### config.mk
export PLATFORM = sky130hd
export DESIGN_NAME = bmem_arbiter
export DESIGN_NICKNAME = d
export VERILOG_FILES = /design/src/rtl/bmem_arbiter.sv
export SDC_FILE = /design/constraint.sdc
export NUM_CORES = 2
export LEC_CHECK = 0
export CAP_MARGIN = 20
export CORE_AREA = 2 2 409 411
export CTS_BUF_LIST = sky130_fd_sc_hd__clkbuf_8
export CTS_CLUSTER_SIZE = 40
export DETAILED_ROUTE_END_ITERATION = 8
export DIE_AREA = 0 0 411 413
export REMOVE_ABC_BUFFERS = 1
export SETUP_SLACK_MARGIN = 0.4
export SLEW_MARGIN = 40
export SYNTH_ARGS = -nofsm -noshare
export SYNTH_HDL_FRONTEND = slang
export SYNTH_SLANG_ARGS = --single-unit
### constraint.sdc
create_clock -name clk -period 3.6 [get_ports clk]
set_input_delay 0.72 -clock clk [delete_from_list [all_inputs] [get_ports clk]]
set_output_delay 0.72 -clock clk [all_outputs]
set_load 0.005 [all_outputs]
### src/rtl/bmem_arbiter.sv
// bmem_arbiter
// Shares the single burst-memory (bmem) port between the icache line-fill path
// and the dcache line-fill/writeback path. Each granted line request becomes a
// BEATS-beat, 64-bit burst; read beats are reassembled into a full line and
// handed to the owning requester together with a one-cycle response pulse.
// Only one bmem transaction is in flight at a time.
//
// Ports
//   clk, rst                  clock, synchronous active-high reset
//   ic_addr/ic_read           icache line read request (level, held until ic_resp)
//   ic_rdata/ic_resp          icache fill line, one-cycle valid pulse
//   dc_addr/dc_read/dc_write  dcache line request (level, held until dc_resp)
//   dc_wdata                  dcache writeback line, captured at grant
//   dc_rdata/dc_resp          dcache fill line, one-cycle done/valid pulse
//   bmem_addr/read/write      burst command and write-beat strobe
//   bmem_wdata                current write beat
//   bmem_ready                memory accepts the command/beat this cycle
//   bmem_raddr/rdata/rvalid   returning read beat with its address tag
//
// state      | meaning
// -----------+---------------------------------------------------------
// S_IDLE     | no transaction; round-robin arbitration, latch on grant
// S_RD_CMD   | bmem_read asserted until bmem_ready accepts it
// S_RD_WAIT  | collecting tagged read beats into the line buffer
// S_WR_BURST | streaming writeback beats, advancing on bmem_ready
// S_RESP     | one-cycle response pulse to the owner
module bmem_arbiter #(
  parameter int BEATS      = 4,
  parameter int ADDR_ALIGN = 5
) (
  input  logic                  clk,
  input  logic                  rst,
  input  logic [31:0]           ic_addr,
  input  logic                  ic_read,
  output logic [64*BEATS-1:0]   ic_rdata,
  output logic                  ic_resp,
  input  logic [31:0]           dc_addr,
  input  logic                  dc_read,
  input  logic                  dc_write,
  input  logic [64*BEATS-1:0]   dc_wdata,
  output logic [64*BEATS-1:0]   dc_rdata,
  output logic                  dc_resp,
  output logic [31:0]           bmem_addr,
  output logic                  bmem_read,
  output logic                  bmem_write,
  output logic [63:0]           bmem_wdata,
  input  logic                  bmem_ready,
  input  logic [31:0]           bmem_raddr,
  input  logic [63:0]           bmem_rdata,
  input  logic                  bmem_rvalid
);

  localparam int LW = 64 * BEATS;
  localparam int BW = (BEATS > 1) ? $clog2(BEATS) : 1;
  localparam logic [BW-1:0] LAST_BEAT = BW'(BEATS - 1);
  localparam logic [31:0] ALIGN_MASK = ~((32'd1 << ADDR_ALIGN) - 32'd1);

  typedef enum logic [2:0] {
    S_IDLE,
    S_RD_CMD,
    S_RD_WAIT,
    S_WR_BURST,
    S_RESP
  } state_t;

  state_t          r_state;
  state_t          w_state_nxt;

  logic            r_owner_dc;   // 0: icache owns the transaction, 1: dcache
  logic            r_rr_dc;      // 1: dcache wins the next contended grant
  logic [31:0]     r_addr;
  logic [LW-1:0]   r_wline;
  logic [LW-1:0]   r_line;
  logic [BW-1:0]   r_beat;
  logic [LW-1:0]   r_ic_rdata;
  logic [LW-1:0]   r_dc_rdata;

  logic            w_ic_req;
  logic            w_dc_req;
  logic            w_grant;
  logic            w_grant_dc;
  logic            w_beat_hit;
  logic            w_beat_last;
  logic [LW-1:0]   w_line_nxt;

  always_comb begin
    w_ic_req    = ic_read;
    w_dc_req    = dc_read | dc_write;
    w_grant     = w_ic_req | w_dc_req;
    w_grant_dc  = w_dc_req & (~w_ic_req | r_rr_dc);
    // Beats tagged with another address belong to someone else; drop them.
    w_beat_hit  = bmem_rvalid & (bmem_raddr == r_addr);
    w_beat_last = (r_beat == LAST_BEAT);
  end

  always_comb begin
    w_line_nxt = r_line;
    if (r_state == S_RD_WAIT && w_beat_hit) begin
      w_line_nxt[64*r_beat +: 64] = bmem_rdata;
    end
  end

  always_ff @(posedge clk) begin
    if (rst) begin
      r_state <= S_IDLE;
    end else begin
      r_state <= w_state_nxt;
    end
  end

  always_comb begin
    w_state_nxt = r_state;
    bmem_read   = 1'b0;
    bmem_write  = 1'b0;
    bmem_wdata  = '0;
    bmem_addr   = r_addr;
    ic_resp     = 1'b0;
    dc_resp     = 1'b0;
    case (r_state)
      S_IDLE: begin
        if (w_grant) begin
          // A simultaneous dc_read/dc_write resolves to the writeback.
          w_state_nxt = (w_grant_dc && dc_write) ? S_WR_BURST : S_RD_CMD;
        end
      end
      S_RD_CMD: begin
        bmem_read = 1'b1;
        if (bmem_ready) begin
          w_state_nxt = S_RD_WAIT;
        end
      end
      S_RD_WAIT: begin
        if (w_beat_hit && w_beat_last) begin
          w_state_nxt = S_RESP;
        end
      end
      S_WR_BURST: begin
        bmem_write = 1'b1;
        bmem_wdata = r_wline[64*r_beat +: 64];
        if (bmem_ready && w_beat_last) begin
          w_state_nxt = S_RESP;
        end
      end
      S_RESP: begin
        ic_resp     = ~r_owner_dc;
        dc_resp     = r_owner_dc;
        w_state_nxt = S_IDLE;
      end
      default: begin
        w_state_nxt = S_IDLE;
      end
    endcase
  end

  always_ff @(posedge clk) begin
    if (rst) begin
      r_owner_dc <= 1'b0;
      r_rr_dc    <= 1'b0;
      r_addr     <= '0;
      r_wline    <= '0;
      r_line     <= '0;
      r_beat     <= '0;
      r_ic_rdata <= '0;
      r_dc_rdata <= '0;
    end else begin
      case (r_state)
        S_IDLE: begin
          if (w_grant) begin
            r_owner_dc <= w_grant_dc;
            r_rr_dc    <= ~w_grant_dc;
            r_addr     <= (w_grant_dc ? dc_addr : ic_addr) & ALIGN_MASK;
            r_beat     <= '0;
            if (w_grant_dc) begin
              r_wline <= dc_wdata;
            end
          end
        end
        S_RD_WAIT: begin
          if (w_beat_hit) begin
            r_line <= w_line_nxt;
            r_beat <= r_beat + BW'(1);
            // The returned line is published to its owner only once complete,
            // so the other requester's last fill stays intact.
            if (w_beat_last) begin
              if (r_owner_dc) begin
                r_dc_rdata <= w_line_nxt;
              end else begin
                r_ic_rdata <= w_line_nxt;
              end
            end
          end
        end
        S_WR_BURST: begin
          if (bmem_ready) begin
            r_beat <= r_beat + BW'(1);
          end
        end
        default: begin
        end
      endcase
    end
  end

  assign ic_rdata = r_ic_rdata;
  assign dc_rdata = r_dc_rdata;

endmodule

==> metrics.md <==
| Metric | Value |
|---|---|
| Initial antenna violation count | `52` |
| Root buffer cell | `clkbuf_8` |
| Relative slew margins | `40.0%` |
| Worst setup SP type | `flop` |
| CP max stage delay | `0.50 ns` |
| Worst Clk Skew | `0.0598 ns` |
| Largest family of logic cells by synthesized area | `compound AO/OA/AOI/OAI gates` |
| DR DRC count | `0` |
| Core Area | `166000 um^2` |
| Largest area contributor in the netlist | `dfxtp_1` |
| Final hold vios | `0` |
| Synth-to-Final Area Change | `53.5%` |
| Nets | `5727` |
| DP HPWL | `122000 um` |
| Final GP Congestion | `0.917` |
| Post-synth top area share | `54.3%` |
| Synth top cells by count | `dfxtp_1, nor2_1, nand2_1, a21oi_1, a211oi_1` |
| Maximum VDD drop | `390 uV` |
| TNS Setup | `0 ns` |
| R2r endpoint | `ic_rdata[174]` |
| First-pass iteration count of the detailed router | `6` |
| Clock tree sinks | `994` |
| H-Tree Depth | `4` |
| PortBufs | `1019` |
| CTS tree | `built` |
| Final worst-path cycle share | `93.7%` |
| RSZ-0062 raised after global routing | `true` |
| Synth Area in XOR/XNOR | `0.645%` |
| Max Slew Vio Count | `0` |
| Critical path type | `reg2out` |
| Worst reg2reg path depth | `14` |
| Initial DRC Count | `3009` |
| R2r setup slk | `0.49 ns` |
| Antenna viol nets, final | `0` |
| Synth Flop Type | `dfxtp_1` |
| PwrDens | `517 nW/um^2` |
| Crit path max-delay cell type | `mux4_2` |
| Die X | `411 um` |
| Simple-gate share of the synthesized area | `17.8%` |
| Sequential cell area fraction in the yosys report | `54.3%` |
| Setup ws final | `0.228 ns` |
| EDFF count, synth | `0` |
| Clock latency on the worst-skew pair | `0.93 ns` |
| Max-Cap Viols | `0` |
| CP most frequent cell | `buf_12` |
| CP Capture Type | `output pin` |
| Finished layout cell area | `56200 um^2` |
| Adder-Cell Fraction of Synth Area | `0.171%` |
| # placed instances | `7247` |
| Synth area leaders | `dfxtp_1, a211oi_1, nor2_1` |
| Max FO, Critical Path | `7` |
| Req. time, crit path | `2.88 ns` |
| Async set-reset flop share out of synthesis | `0%` |
| Avg WL per Cell | `22.5 um` |
| DIE AREA | `170000 um^2` |
| Worst hold path startpoint | `rst` |
| Tmin final | `3.37 ns` |
| Vias per cell | `4.77` |
| Share of cells above drive strength 1 | `15.6%` |
| CTS buffer count | `172` |
| Cell Area, Synth | `36600 um^2` |
| Starting density of the core | `22.1%` |
| Critical-path cell list | `buf_12, buf_12, buf_16, buf_12, mux4_2, and3_4, buf_6` |
| Dpl ws | `-0.321 ns` |
| Multiplexer share of the synthesized area | `3.96%` |
| RR Startpoint | `r_beat[0]` |
| Hold crit path type | `in2reg` |
| Global-route wire length before repair | `240000 um` |
| Pin count of the biggest net entering global routing | `165` |
| Synth Area per Inst | `8.85 um^2` |
| Synth cell types | `38` |
| Total design power | `29.1 mW` |
| Arrival @ worst endpoint | `2.65 ns` |
| Cell count after synthesis | `4142` |
| Synth Register Bits | `994` |
| Via count | `36.6k` |
| Fillers | `17.2k` |
| Syn. warnings | `0` |
| Vias in the first global route | `35.2k` |
| Worst slew pin tran | `0.899 ns` |
| Worst hold stages | `2` |
| # IOs | `1035` |
| Total gr overflow | `0` |
| Die Y | `413 um` |
| Row cnt | `150` |
| Compound-gate portion of the synthesized area | `18.6%` |
| Setup violations, final | `0` |
| Clk slew on worst S/H paths | `0.06 ns` |
| Drt total wl | `173000 um` |
| Max Root-Sink Buffers | `3` |
| Placed Area | `51100 um^2` |
| Min-Delay Endpoint | `r_wline[22]` |
| Leakage Power | `19.2 nW` |
| Status | `completed` |
| Count leader, synth | `dfxtp_1` |
| Max Clock Freq | `0.297 GHz` |
| Non-Filler Instances | `7674` |
| Total track usage | `19.1%` |
==> routing by layer <==
layer	vias up	part of all wire (%)	GRT usage (%)
met5	-	0.13	0
met4	32	5.6	10.7
met3	369	8.6	6.00
met2	1575	47	31.0
met1	17701	39	22.3
li1	16894	-	-
==> state kept, by name, summed over array words and instances, names as in the netlist <==
register,flops
r_line,192
ic_rdata,256
dc_rdata,256
r_wline,256
r_rr_dc,1
r_state,3
bmem_addr,27
r_beat,2
r_owner_dc,1
==> what timing repair did <==
item | in CTS | in global routing
hold buffers | 0 | 0
endpoints found under the setup margin | 73 | 221
setup buffers | 57 | 17
gates cloned | 4 | 3
pin swaps | 24 | 15
resized for setup | 394 | 72
==> layout make-up <==
type	instances	area [um^2]	share of cell area, %
clock buffers	216	2970	5.29
multi-input cells	2734	15600	27.7
diodes	33	82.6	0.147
repair buffers	1389	14300	25.4
flip-flops and latches	994	19900	35.4
well taps	2204	2760	4.90
inverters	8	30.0	0.0534
clock inverters	96	591	1.05
==> power by group <==
part           switching, mW  total (mW)  internal (mW)
clock network           5.00        10.6           5.60
logic                   3.35        6.12           2.77
registers              0.623        12.4           11.8
==> worst max-delay path: cells and delay by family, from the launching register on <==
family	cells	cell delay (ns)
mux	1	0.50
buf+inv	5	0.64
simple gates	1	0.20
flops	1	0.40
==> cells in the final DEF (no fill, tap or decap), types with 3 or more instances in the layout <==
cell type        netlist  layout
and3_1                69      10
nor3_1                70      68
and3_4                 0      59
nand3_4                0       3
clkinv_8               0       3
nand2_1              582     582
conb_1                 1       5
inv_1                  8      73
and4_1                 5       4
a22oi_1              117     117
dfxtp_1              994     988
diode_2                0      33
nor2_1               613     609
dlygate4sd2_1          0       3
buf_4                  7     246
nand3_1              197     194
buf_6                  0      86
nand4_1               12      12
dfxtp_4                0       5
clkinv_4               0       3
nor3b_1                4       4
o21ai_0               67      67
clkbuf_8               0     216
buf_12                 0      71
a222oi_1              27      27
buf_16                 0       9
a21oi_1              451     451
xnor2_1               27      26
clkinv_2               0      13
buf_8                  0       7
mux4_2                64      64
clkdlybuf4s50_1        0     950
a211oi_1             386     386
buf_2                 34      10
a22oi_2               11      11
==> worst max path at each step <==
stage                         startpoint              to  slack (ns)  cells past startpoint
after global placement    bmem_raddr[17]    ic_rdata[70]       -0.56                     12
after global routing           r_beat[0]  bmem_wdata[59]        0.11                      7
after CTS                      r_beat[0]  bmem_wdata[59]        0.07                      7
after detailed placement  bmem_raddr[19]     ic_rdata[7]       -0.32                     11
final                          r_beat[0]  bmem_wdata[59]        0.23                      7
after floorplan           bmem_raddr[30]   ic_rdata[192]      -13.44                      6
==> through the flow <==
| stage | hold slack (ns) | utilization [%] |
|---|---|---|
| 3_5_place_dp | 0.443 | 30.8 |
| 3_3_place_gp | 0.438 | 30.8 |
| 2_1_floorplan | 0.427 | - |
| 6_report | 0.174 | 33.9 |
| 4_1_cts | 0.0576 | 33.5 |
| 5_1_grt | 0.110 | 33.9 |
==> cell families (layout without fill, tap and decap cells) <==
kind of cell	count (synthesis)	after routing
simple gates	1567	1567
xor+xnor	27	27
buf+inv	418	1709
mux	65	65
fa+ha+maj	5	5
compound gates	1065	1065
flops	994	994
other cells	1	38
(Power assumes the default switching activity.)
